[config.mk]
export PLATFORM = sky130hd
export DESIGN_NAME = pm_arbiter
export DESIGN_NICKNAME = d
export VERILOG_FILES = /design/src/rtl/pm_arbiter_pkg.sv /design/src/rtl/pm_arbiter_rr.sv /design/src/rtl/pm_arbiter.sv
export SDC_FILE = /design/constraint.sdc
export NUM_CORES = 1
export LEC_CHECK = 0
export ABC_CLOCK_PERIOD_IN_PS = 1540
export BUFFER_PORTS_ARGS = -buffer_cell sky130_fd_sc_hd__buf_2
export CORE_MARGIN = 4
export CORE_UTILIZATION = 30
export CTS_BUF_LIST = sky130_fd_sc_hd__clkbuf_4 sky130_fd_sc_hd__clkbuf_8 sky130_fd_sc_hd__clkbuf_16
export CTS_CLUSTER_DIAMETER = 60
export CTS_CLUSTER_SIZE = 30
export DETAILED_ROUTE_END_ITERATION = 8
export GPL_TIMING_DRIVEN = 1
export PLACE_DENSITY = 0.57
export SETUP_SLACK_MARGIN = 0.1
export SLEW_MARGIN = 15
export SYNTH_ARGS = -nofsm -noshare
export SYNTH_HDL_FRONTEND = slang
export SYNTH_SLANG_ARGS = --single-unit
export TNS_END_PERCENT = 50
[constraint.sdc]
create_clock -name clk -period 1.54 [get_ports clk]
set_clock_uncertainty 0.05 [all_clocks]
set_input_delay 0.385 -clock clk [delete_from_list [all_inputs] [get_ports clk]]
set_output_delay 0.385 -clock clk [all_outputs]
set_load 0.02 [all_outputs]
[src/rtl/pm_arbiter_pkg.sv]
// Shared types and default sizing for the program-memory fetch arbiter.
// Latency: n/a (types and constants only).
// Backpressure: n/a.
package pm_arbiter_pkg;

    localparam int PM_ADDR_W  = 8;
    localparam int PM_DATA_W  = 8;
    localparam int PM_MEM_LAT = 4;

    typedef enum logic [1:0] {
        IDLE   = 2'd0,
        ACCESS = 2'd1,
        DONE   = 2'd2
    } state_t;

endpackage

[src/rtl/pm_arbiter_rr.sv]
// Two-way round-robin pick between cache 0 and cache 1 fetch requests.
// Latency: purely combinational.
// Backpressure: none; the caller only consults grant while a request is present.
module pm_arbiter_rr (
    input  logic req0,
    input  logic req1,
    input  logic last,
    output logic grant
);

    // grant is the winning requester id: on a tie the one not served last wins
    always_comb begin
        grant = 1'b0;
        if (req0 && req1) begin
            grant = ~last;
        end else if (req1) begin
            grant = 1'b1;
        end
    end

endmodule

[src/rtl/pm_arbiter.sv]
// Arbitrates two instruction-cache fetch ports onto one fixed-latency program memory.
// Latency: request sampled at edge T returns ack/rdata in the cycle after edge T+MEM_LAT.
// Backpressure: hold_x stalls a requester until its ack; PM_ARBITER_STATS_EN adds stall counters.
module pm_arbiter
    import pm_arbiter_pkg::*;
#(
    parameter int ADDR_W  = PM_ADDR_W,
    parameter int DATA_W  = PM_DATA_W,
    parameter int MEM_LAT = PM_MEM_LAT
) (
    input  logic              clk,
    input  logic              reset,
    input  logic              req0,
    input  logic              req1,
    input  logic [ADDR_W-1:0] addr0,
    input  logic [ADDR_W-1:0] addr1,
    output logic              ack0,
    output logic              ack1,
    output logic [DATA_W-1:0] rdata,
    output logic              hold0,
    output logic              hold1,
    output logic              mem_rd,
    output logic [ADDR_W-1:0] mem_addr,
    input  logic [DATA_W-1:0] mem_rdata,
    output logic [2:0]        hold_count,
    output logic              start_hold,
    output logic              end_hold,
    output logic [15:0]       stall0,
    output logic [15:0]       stall1
);

    localparam logic [2:0] LAST_CNT = 3'(MEM_LAT - 1);

    state_t state;
    logic   gnt;        // requester owning the current access
    logic   rr_ptr;     // requester favoured on the next tie (0 after reset)
    logic   rr_grant;
    logic   last_srv;

    assign last_srv = ~rr_ptr;

    pm_arbiter_rr u_rr (
        .req0  (req0),
        .req1  (req1),
        .last  (last_srv),
        .grant (rr_grant)
    );

    // A requester is stalled whenever it asks and is not being answered this cycle
    assign hold0 = req0 & ~ack0;
    assign hold1 = req1 & ~ack1;

    // Access sequencer: latch grantee in IDLE, count memory latency, pulse ack in DONE
    always_ff @(posedge clk or negedge reset) begin
        if (!reset) begin
            state      <= IDLE;
            gnt        <= 1'b0;
            rr_ptr     <= 1'b0;
            mem_rd     <= 1'b0;
            mem_addr   <= '0;
            hold_count <= '0;
            start_hold <= 1'b0;
            end_hold   <= 1'b0;
            ack0       <= 1'b0;
            ack1       <= 1'b0;
            rdata      <= '0;
        end else begin
            start_hold <= 1'b0;
            end_hold   <= 1'b0;
            ack0       <= 1'b0;
            ack1       <= 1'b0;
            unique case (state)
                IDLE: begin
                    if (req0 || req1) begin
                        gnt        <= rr_grant;
                        mem_addr   <= rr_grant ? addr1 : addr0;
                        mem_rd     <= 1'b1;
                        hold_count <= '0;
                        start_hold <= 1'b1;
                        state      <= ACCESS;
                    end
                end
                ACCESS: begin
                    // the access always completes, even if the requester has let go
                    if (hold_count == LAST_CNT) begin
                        rdata      <= mem_rdata;
                        mem_rd     <= 1'b0;
                        hold_count <= '0;
                        ack0       <= ~gnt;
                        ack1       <= gnt;
                        end_hold   <= 1'b1;
                        state      <= DONE;
                    end else begin
                        hold_count <= hold_count + 3'd1;
                    end
                end
                DONE: begin
                    rr_ptr <= ~gnt;
                    state  <= IDLE;
                end
                default: begin
                    state <= IDLE;
                end
            endcase
        end
    end

`ifdef PM_ARBITER_STATS_EN
    // Saturating count of cycles each requester spends held
    always_ff @(posedge clk or negedge reset) begin
        if (!reset) begin
            stall0 <= '0;
            stall1 <= '0;
        end else begin
            if (hold0 && (stall0 != 16'hFFFF)) begin
                stall0 <= stall0 + 16'd1;
            end
            if (hold1 && (stall1 != 16'hFFFF)) begin
                stall1 <= stall1 + 16'd1;
            end
        end
    end
`else
    assign stall0 = '0;
    assign stall1 = '0;
`endif

endmodule

=== Word level (Yosys, flattened, before mapping) ===
Index checks and enable logic that the tools add are counted.

* Register bits after elaboration: 28
* Input port bits: 28
* Output and inout bits: 58
* Word-level logic and storage cells: 51

* $add $sub $neg: 1
* Eq/ne operators: 5
* Mux-type cells: 20
* Bitwise operators: 5
* Reduce and logical (&&, ||, !) cells: 9

{| class="wikitable"
|+ Operator list
! operator !! number
|-
| $mux W1 || 12
|-
| $mux W8 || 1
|-
| $reduce_and A2 Y1 || 4
|-
| $mux W3 || 2
|-
| $pmux W3 S2 || 1
|-
| $mux W2 || 2
|-
| $ne A2 B2 Y1 const B || 2
|-
| $pmux W2 S2 || 1
|-
| $add A3 B1 Y3 const B || 1
|-
| $eq A3 B2 Y1 const B || 1
|-
| $not A1 Y1 || 3
|-
| $reduce_and A3 Y1 || 1
|-
| $and A1 B1 Y1 || 2
|-
| $eq A2 B1 Y1 const B || 1
|-
| $eq A2 B2 Y1 const B || 1
|-
| $logic_not A2 Y1 || 1
|-
| $pmux W1 S2 || 1
|-
| $reduce_bool A2 Y1 || 1
|-
| $logic_and A1 B1 Y1 || 1
|-
| $logic_or A1 B1 Y1 || 1
|}

=== Logic depth before layout (Yosys ltp) ===
Gate-level depths: netlist (run 1).

* Depth after elaboration: 3
* Gate-level depth with buffers: 6
* Gate-level depth less buffers: 4

=== Hierarchy ===
From an unflattened synthesis (run 1), not the netlist that was laid out.

* Cells, all modules: 116
* Area total of the unflattened synthesis: 1487.7 um^2

{| class="wikitable"
|+ Modules (own cells, without submodules)
! module !! times used !! cells an instance !! area an instance (um^2) !! seq. area each (um^2)
|-
| pm_arbiter || 1 || 115 || 1476.4 || 700.7
|-
| pm_arbiter_rr || 1 || 1 || 11.3 || 0.0
|}

=== Worst setup path after synthesis (run 1) ===
Ideal clock, no wire load.

* Path type: reg2reg
* Start point: register hold_count[0]
* End point: register rdata[0]
* Library setup time: 0.125 ns
* Arrival: 1.327 ns
* Data required time: 1.365 ns
* Slack: 0.038 ns
* Cell stages (with the launch flop): 6
* Buffers on the path: 1
* Clock period less this slack: 1.502 ns
* Cells stage by stage: dfrtp_1 -> ha_1 -> nand2b_2 -> nor2_4 -> buf_6 -> mux2_2

* Longest elaborated chain between the ends: 2

{| class="wikitable"
|+ Ends and longest elaborated chain
! element !! line !! source
|-
| start, declared || pm_arbiter.sv:25 || <nowiki>output logic [2:0] hold_count,</nowiki>
|-
| start signal, assigned || pm_arbiter.sv:94 || <nowiki>hold_count <= hold_count + 3'd1;</nowiki>
|-
| $eq A3 B2 Y1 || pm_arbiter.sv:85 || <nowiki>if (hold_count == LAST_CNT) begin</nowiki>
|-
| $reduce_and A2 Y1 (no line) || - ||
|-
| end signal, assigned || pm_arbiter.sv:86 || <nowiki>rdata <= mem_rdata;</nowiki>
|-
| end, declared || pm_arbiter.sv:19 || <nowiki>output logic [DATA_W-1:0] rdata,</nowiki>
|}

No other way between the ends.
A chain may end at the register's enable or synchronous reset.

=== Worst setup path in the final report (run 1) ===
* Start point: register hold_count[1]
* End point: register rdata[0]

Same word-level chain as after synthesis.

==> impl_metrics.tcl, run 1 <==
set metrics [dict create \
    status "finished, final reports clean" \
    initial_core_util_pct 32.1 \
    crit_chain "ha_4, nand2b_4, nor2_4, clkbuf_16, mux2_2" \
    crit_slowest_cell "dfrtp_2" \
    crit_buf_inv 1 \
    path_clk_slew_ns 0.09 \
    syn_area_sq_um 1450 \
    rows 24 \
    grt_pass1_wl_microns 5040 \
    crit_type "reg -> reg" \
    dp_hpwl_microns 2380 \
    utilization_pct 40.2 \
    n_antenna_cell 0 \
    synth_area_leaders "dfrtp_1 48%, buf_4 17%, mux2_2 6.2%" \
    leakage_nw 0.915 \
    drt-initial-drc-count 30 \
    overflow 0 \
    min_path_type "in -> reg" \
    max_clock_freq_mhz 706 \
    p_seq_share_pct 37.3 \
    crit_family "flip-flops" \
    area_delta_synth_final_pct 25.2 \
    clkPwrFrac_pct 11.9 \
    htree_levels 1 \
    finish.instance_area_sq_um 1810 \
    num_vias 1110 \
    grt_pass1_vias 1022 \
    crit_fanout 4 \
    wirelength_microns 3180 \
    grt_antenna_before_repair 0 \
    min_period_over_period_pct 92.0 \
    start_kind "flip-flop" \
    avgViaCountPerCell 4.40 \
    port_buffers 53 \
    coreArea_sq_um 4500 \
    insertion_delay_ns 0.26 \
    final_common_cell "buf_2" \
    vdd_ir_drop_max_v 0.00101 \
    syn_avg_cell_area_sq_um 10.5 \
    dpl_cell_area_sq_um 1670 \
    worstPathArrival_ns 1.53 \
    fillers 471 \
    fp.dieArea_sq_um 5990 \
    drv_slew 0 \
    synth_top_area_share_pct 48.5 \
    finalPower_w 0.00342 \
    gp_congestion 0.781 \
    setup_violations 0 \
    io_pins 86 \
    cts_buffers 3 \
    final_cell_mix "53 x buf_2, 32 x conb_1, 26 x dfrtp_1" \
    clockBufferDepth 2 \
    combPwrFrac_pct 50.7 \
    internal_power_w 0.00198 \
    drc 0 \
    drtPass1Iterations 4 \
    pwr_density_cell_nw_per_um2 1890 \
    synth_area_leader_cell "dfrtp_1" \
    p_sw_share_pct 42.0 \
    yosys_register_bits 28 \
    synth.distinct_cells 31 \
    layout-drive-gt1-share_pct 42.0 \
    die_w_microns 77.4 \
    rsz0062_at_grt "yes" \
    synth-main-ff-cell "dfrtp_1" \
    required_ns 1.65 \
    wl_per_cell_microns 12.6 \
    max_cap_violations 0 \
    tns_ns 0 \
    syn-instance-count 138 \
    end_kind "flip-flop" \
    worst_slack_ns 0.124 \
    hold_viol 0 \
    synth-edff-count 0 \
    grt_max_degree 16 \
    fin_crit_ns 1.42 \
    cts_tree "built" \
    yosysWarnings 0 \
    post-place-ws_ns 0.0545 \
    clk_root_buffer_cell "clkbuf_8" \
    seq_area_frac_synth_pct 48.5 \
    cts_sinks 28 \
    cp_slowest_stage_delay_ns 0.41 \
    ant_nets 0 \
    async_flop_share_pct 100 \
    grt_usage_pct 10.1 \
    die_h_microns 77.4 \
    power_switching_w 0.00144 \
    fin_nets 230 \
]
[path summary, 6_finish.rpt]
| path | from | to | slack (ns) | cells after the start |
|---|---|---|---|---|
| max in group asynchronous | reset | hold_count[1] | 0.52 | 3 |
| worst min-delay path | mem_rdata[7] | rdata[7] | 0.29 | 2 |
| worst min register to register | rdata[1] | rdata[1] | 0.46 | 1 |
| worst max register to register | hold_count[1] | rdata[0] | 0.12 | 5 |
| min in group asynchronous | reset | mem_addr[4] | 0.51 | 2 |
| worst max-delay path | hold_count[1] | rdata[0] | 0.12 | 5 |
[sequential cells by signal (all words and copies together) (netlist names)]
signal and count:
mem_addr 8, rdata 8, hold_count 3, state 2, ack0 1, ack1 1, end_hold 1, gnt 1
mem_rd 1, rr_ptr 1, start_hold 1
[cell families after synthesis]
family / after synthesis / share of synthesized area, %
fa+ha+maj: 1 / 0.866
compound gates: 30 / 11.7
simple gates: 29 / 11.9
mux: 8 / 6.23
other cells: 1 / 0.259
buf+inv: 41 / 20.6
flops: 28 / 48.5
[synthesized netlist by cell type (2+ instances only)]
cell and n:
a21oi_1 8, a31oi_1 8, buf_4 32, buf_6 3, dfrtp_1 28, inv_1 3, mux2_2 8, nand2_1 6
nand3_1 8, nor2_1 2, nor2b_1 2, o21ai_0 11
[power by group through the flow]
stage          Combinational, W  Sequential, W  Clock [W]
2_1_floorplan          0.000813        0.00162          0
3_3_place_gp            0.00159        0.00128          0
3_5_place_dp            0.00160        0.00128          0
4_1_cts                 0.00167        0.00127   0.000440
5_1_grt                 0.00189        0.00133   0.000468
6_report                0.00174        0.00128   0.000408
[stage by stage]
stage	hold slack, ns	cells
2_1_floorplan	0.0394	169
3_3_place_gp	0.275	243
3_5_place_dp	0.275	243
4_1_cts	0.281	250
5_1_grt	0.276	252
6_report	0.293	252
[area by class of cell]
| cell class | count | area (sq um) | area share, % |
|---|---|---|---|
| Timing Repair Buffer | 64 | 393 | 21.7 |
| Multi-Input combinational cell | 100 | 584 | 32.3 |
| Tap cell | 52 | 65.1 | 3.60 |
| Inverter | 4 | 15.0 | 0.830 |
| Clock buffer | 4 | 48.8 | 2.70 |
| Sequential cell | 28 | 703 | 38.9 |
[metal layers]
metal  track usage, %  vias up  wire [microns]
met5                0        -               0
met4             1.42        0               0
li1                 -      532               -
met3             4.17        0             375
met1             13.2      516            1380
met2             16.1       62            1420
[repair_timing]
item / in CTS / in global routing
setup endpoints to repair: 8 / 8
gates resized for setup: 0 / 4
pin swaps: 1 / 2
hold buffers: 1 / 0
gates cloned: 0 / 1
hold endpoints to repair: 13 / 0
buffers inserted: 2 / 1
Note: power is estimated with default switching activity, not from simulation.
==> run 2: changes to the inputs <==
SETUP_SLACK_MARGIN = 0.3   (was 0.1)
==> run 2 against run 1 <==
  * Final cell count is 2.4% higher
  * Flip-flop and latch count stayed put
  * Sequential share of layout area is 3.5 points lower
  * Maximum frequency is 0.92% higher
  * Cell area is 10% higher
  * Combinational power is 21% higher
  * Critical endpoint is now hold_count[0]
  * Highest routed layer is now met4
==> impl_metrics.tcl, run 2 (synthesis results as in run 1) <==
set metrics [dict create \
    dp_hpwl_microns 2470 \
    fin_crit_ns 1.40 \
    ff2ff_setup_slack_ns 0.16 \
    finalPower_w 0.00399 \
    wl_met1_microns 1480 \
    rows 24 \
    final_cell_mix "45 x buf_2, 32 x conb_1, 24 x dfrtp_1" \
    crit_slowest_cell "dfrtp_2" \
    crit_family "flip-flops" \
    ant_nets 0 \
    cts_sinks 28 \
    hold_viol 0 \
    coreArea_sq_um 4500 \
    worstPathArrival_ns 0.97 \
    grt_antenna_before_repair 0 \
    fp.dieArea_sq_um 5990 \
    start_kind "flip-flop" \
    initial_core_util_pct 32.1 \
    grt_usage_pct 10.8 \
    crit_chain "buf_6, buf_6" \
    avgViaCountPerCell 4.34 \
    drt-initial-drc-count 30 \
    htree_levels 1 \
    end_kind "output pin" \
    drv_slew 0 \
    setup_violations 0 \
    clk_root_buffer_cell "clkbuf_8" \
    layout-drive-gt1-share_pct 46.6 \
    cp_slowest_stage_delay_ns 0.45 \
    vdd_ir_drop_max_v 0.000899 \
    crit_buf_inv 2 \
    min_path_type "in -> reg" \
    drc 0 \
    pwr_density_cell_nw_per_um2 2000 \
    wirelength_microns 3360 \
    io_pins 86 \
    overflow 0 \
    met2WireLength_microns 1530 \
    die_h_microns 77.4 \
    wl_per_cell_microns 13.0 \
    tns_ns 0 \
    gp_congestion 0.767 \
    status "finished, final reports clean" \
    top_layer "met4" \
    max_cap_violations 0 \
    grt_pass1_vias 1088 \
    grt_max_degree 17 \
    fillers 445 \
    clockBufferDepth 2 \
    fin_nets 236 \
    crit_fanout 2 \
    crit_top_cell "buf_6" \
    crit_type "reg -> out" \
    min_period_over_period_pct 91.1 \
    die_w_microns 77.4 \
    drtPass1Iterations 4 \
    leakage_nw 0.998 \
    max_clock_freq_mhz 713 \
    area_delta_synth_final_pct 38.0 \
    grt_pass1_wl_microns 5350 \
    cts_tree "built" \
    insertion_delay_ns 0.27 \
    required_ns 1.10 \
    wl_met3_microns 344 \
    port_buffers 53 \
    final_common_cell "buf_2" \
    top_regs "mem_addr (8), rdata (8), hold_count (3)" \
    n_antenna_cell 0 \
    rsz0062_at_grt "yes" \
    num_vias 1120 \
    cts_buffers 3 \
    path_clk_slew_ns 0.10 \
]
-- run 2: cell types whose count changed in the layout (fill, tap and decap cells not counted), sizes merged --
cell and change:
clkbuf -1, bufinv +1, buf +6
-- run 2: path summary, 6_finish.rpt --
check,cells after the start,to,from
worst max-delay path,2,hold_count[0],hold_count[0]
max in group asynchronous,3,end_hold,reset
min in group asynchronous,2,gnt,reset
worst max register to register,5,rdata[2],hold_count[0]
worst min-delay path,2,rdata[1],mem_rdata[1]
worst min register to register,1,rdata[4],rdata[4]
-- run 2: layout make-up --
class                           instances  area [sq um]  area share (%)
Clock buffer                            3          41.3            2.07
Timing Repair Buffer                   70           503            25.2
Sequential cell                        28           706            35.4
Clock inverter                          1          30.0            1.51
Inverter                                4          22.5            1.13
Multi-Input combinational cell        100           627            31.4
Tap cell                               52          65.1            3.26
-- run 2: worst reg2reg max path, cell delays in order, from the launching register on --
cell	delay (ns)
dfrtp_2	0.41
ha_4	0.16
nand2b_4	0.06
nor2_4	0.14
clkbuf_16	0.17
mux2_4	0.29
-- run 2: report_power, final --
group / total, W / internal (W) / leakage (nW) / switching, W
Combinational: 0.00210 / 0.000999 / 0.634 / 0.00110
Clock: 0.000583 / 0.000348 / 0.0357 / 0.000235
Sequential: 0.00131 / 0.00108 / 0.329 / 0.000230
-- run 2: metal layers --
metal / GRT usage (%) / up-vias
met5: 0 / -
met4: 1.60 / 0
met3: 3.24 / 2
met2: 17.2 / 70
met1: 14.8 / 505
li1: - / 543
-- run 2: stage by stage --
| stage | hold WS, ns | util [%] | cell area (sq um) | setup slack (ns) | instances |
|---|---|---|---|---|---|
| 6_report | 0.285 | 44.3 | 1990 | 0.137 | 258 |
| 5_1_grt | 0.269 | 44.3 | 1990 | 0.107 | 258 |
| 4_1_cts | 0.277 | 43.3 | 1950 | 0.135 | 256 |
| 3_5_place_dp | 0.275 | 38.4 | 1730 | 0.144 | 243 |
| 3_3_place_gp | 0.275 | 38.4 | 1730 | 0.146 | 243 |
| 2_1_floorplan | 0.0394 | - | 1610 | 0.143 | 169 |
-- run 2: repair_timing --
action,CTS,global route
pin swaps,2,2
hold buffers,1,0
endpoints found under the hold margin,14,0
setup endpoints to repair,34,47
cloned,1,1
buffers inserted,7,1
gates resized for setup,20,13
==> run 3: changes to the inputs <==
ABC_CLOCK_PERIOD_IN_PS = 1700   (was 1540)
clock period = 1.7 ns   (was 1.54 ns; I/O delays follow)
==> run 3 against run 2 <==
  * Die area did not move
  * Flip-flop and latch count did not move
  * Final cell count fell by 4.3%
  * Global-route usage fell by 0.30 points
  * First-iteration DRC count rose by 10%
  * Via count fell by 3.3%
==> impl_metrics.tcl, run 3 (synthesis results as in run 1) <==
set metrics [dict create \
    max_cap_violations 0 \
    worstPathArrival_ns 0.90 \
    fp.dieArea_sq_um 5990 \
    status "finished, final reports clean" \
    rsz0062_at_grt "yes" \
    end_kind "output pin" \
    die_w_microns 77.4 \
    r2r-start "hold_count[1]" \
    cp_slowest_stage_delay_ns 0.39 \
    grt_max_degree 19 \
    crit_fanout 2 \
    initial_core_util_pct 32.1 \
    crit_chain "nor2b_1, buf_4" \
    wl_per_cell_microns 12.6 \
    min_path_type "in -> async" \
    power_switching_w 0.00130 \
    clk_root_buffer_cell "clkbuf_8" \
    clockBufferDepth 2 \
    post-place-ws_ns 0.161 \
    ctsHoldBuffers 0 \
    path_clk_slew_ns 0.09 \
    n_antenna_cell 0 \
    cts_sinks 28 \
    fillers 466 \
    hold_viol 0 \
    crit_buf_inv 1 \
    num_vias 1083 \
    cts_tree "built" \
    worstRegToRegCells 5 \
    ff2ff_setup_slack_ns 0.35 \
    fin_nets 225 \
    crit_family "flip-flops" \
    drv_slew 0 \
    area_delta_synth_final_pct 22.4 \
    max_clock_freq_mhz 727 \
    fin_crit_ns 1.38 \
    start_kind "flip-flop" \
    dp_hpwl_microns 2440 \
    htree_levels 1 \
    clkPwrFrac_pct 13.0 \
    final_common_cell "buf_2" \
    grt_pass1_vias 1026 \
    p_sw_share_pct 42.3 \
    required_ns 1.22 \
    rows 24 \
    leakage_nw 0.886 \
    worst_slack_ns 0.324 \
    pwr_density_cell_nw_per_um2 1730 \
    grt_pass1_wl_microns 5190 \
    drtPass1Iterations 4 \
    rr_endpoint "rdata[4]" \
    setup_violations 0 \
    layout-drive-gt1-share_pct 42.6 \
    gp_congestion 0.798 \
    p_seq_share_pct 37.9 \
    regArea_sq_um 704 \
    top_regs "mem_addr (8), rdata (8), hold_count (3)" \
    vdd_ir_drop_max_v 0.000819 \
    crit_type "reg -> out" \
    wirelength_microns 3100 \
    grt_usage_pct 10.5 \
    internal_power_w 0.00176 \
    tns_ns 0 \
    coreArea_sq_um 4500 \
    crit_slowest_cell "dfrtp_1" \
    die_h_microns 77.4 \
    min_period_over_period_pct 80.9 \
    drt-initial-drc-count 33 \
    grt_antenna_before_repair 0 \
    cts_buffers 3 \
    ant_nets 0 \
    overflow 0 \
    avgViaCountPerCell 4.38 \
    io_pins 86 \
    final_cell_mix "50 x buf_2, 32 x conb_1, 25 x dfrtp_1" \
    combPwrFrac_pct 49.2 \
    insertion_delay_ns 0.26 \
    drc 0 \
    port_buffers 53 \
    multi_input_area_sq_um 588 \
]
## run 3: cell types whose count changed in the layout (fill, tap and decap cells not counted), moves of 2 or more
cell,change
buf_2,+5
buf_4,-4
buf_6,-9
inv_2,+2
mux2_2,+8
mux2_4,-8
## run 3: power by group through the flow
stage / combinational, W / clock, W / sequential, W
6_report: 0.00150 / 0.000397 / 0.00116
5_1_grt: 0.00166 / 0.000463 / 0.00120
4_1_cts: 0.00149 / 0.000433 / 0.00116
3_5_place_dp: 0.00146 / 0 / 0.00117
3_3_place_gp: 0.00144 / 0 / 0.00117
2_1_floorplan: 0.000748 / 0 / 0.00148
## run 3: worst max-delay path by stage
| stage | startpoint | end | slack [ns] | cells after the start |
|---|---|---|---|---|
| 4_1_cts | ack1 | hold1 | 0.28 | 2 |
| 3_5_place_dp | req1 | hold1 | 0.16 | 4 |
| 5_1_grt | ack0 | hold0 | 0.25 | 2 |
| 6_report | ack0 | hold0 | 0.32 | 2 |
| 2_1_floorplan | hold_count[0] | rdata[0] | 0.30 | 5 |
| 3_3_place_gp | req1 | hold1 | 0.17 | 4 |
## run 3: area by class of cell
class | instances | area share [%]
inverter | 4 | 0.849
clock buffer | 4 | 3.11
tap | 52 | 3.68
sequential | 28 | 39.8
multi-input combinational | 100 | 33.2
timing repair buffer | 59 | 19.3
## run 3: metal layers
| metal | global-route usage, % | vias up | wire length [microns] | part of all wire (%) |
|---|---|---|---|---|
| met5 | 0 | - | 0 | 0 |
| met4 | 0.534 | 0 | 0 | 0 |
| met3 | 4.40 | 0 | 382 | 12 |
| met2 | 17.4 | 66 | 1380 | 44 |
| met1 | 13.4 | 499 | 1340 | 43 |
| li1 | - | 518 | - | - |
## run 3: repair_timing
action                                  CTS  global route
endpoints found under the setup margin   10            10
gates resized for setup                   3             5
setup buffers                             2             1
pin swaps                                 1             1
## run 3: metrics by stage
step / utilization [%] / hold WS (ns) / instances / power [W] / instance area (sq um)
CTS: 38.7 / 0.0402 / 246 / 0.00309 / 1740
finish: 39.3 / 0.0339 / 247 / 0.00306 / 1770
detailed placement: 37.0 / 0.349 / 240 / 0.00263 / 1670
floorplan: - / 0.0794 / 169 / 0.00223 / 1590
global placement: 37.0 / 0.349 / 240 / 0.00261 / 1670
global route: 39.3 / 0.0487 / 247 / 0.00332 / 1770
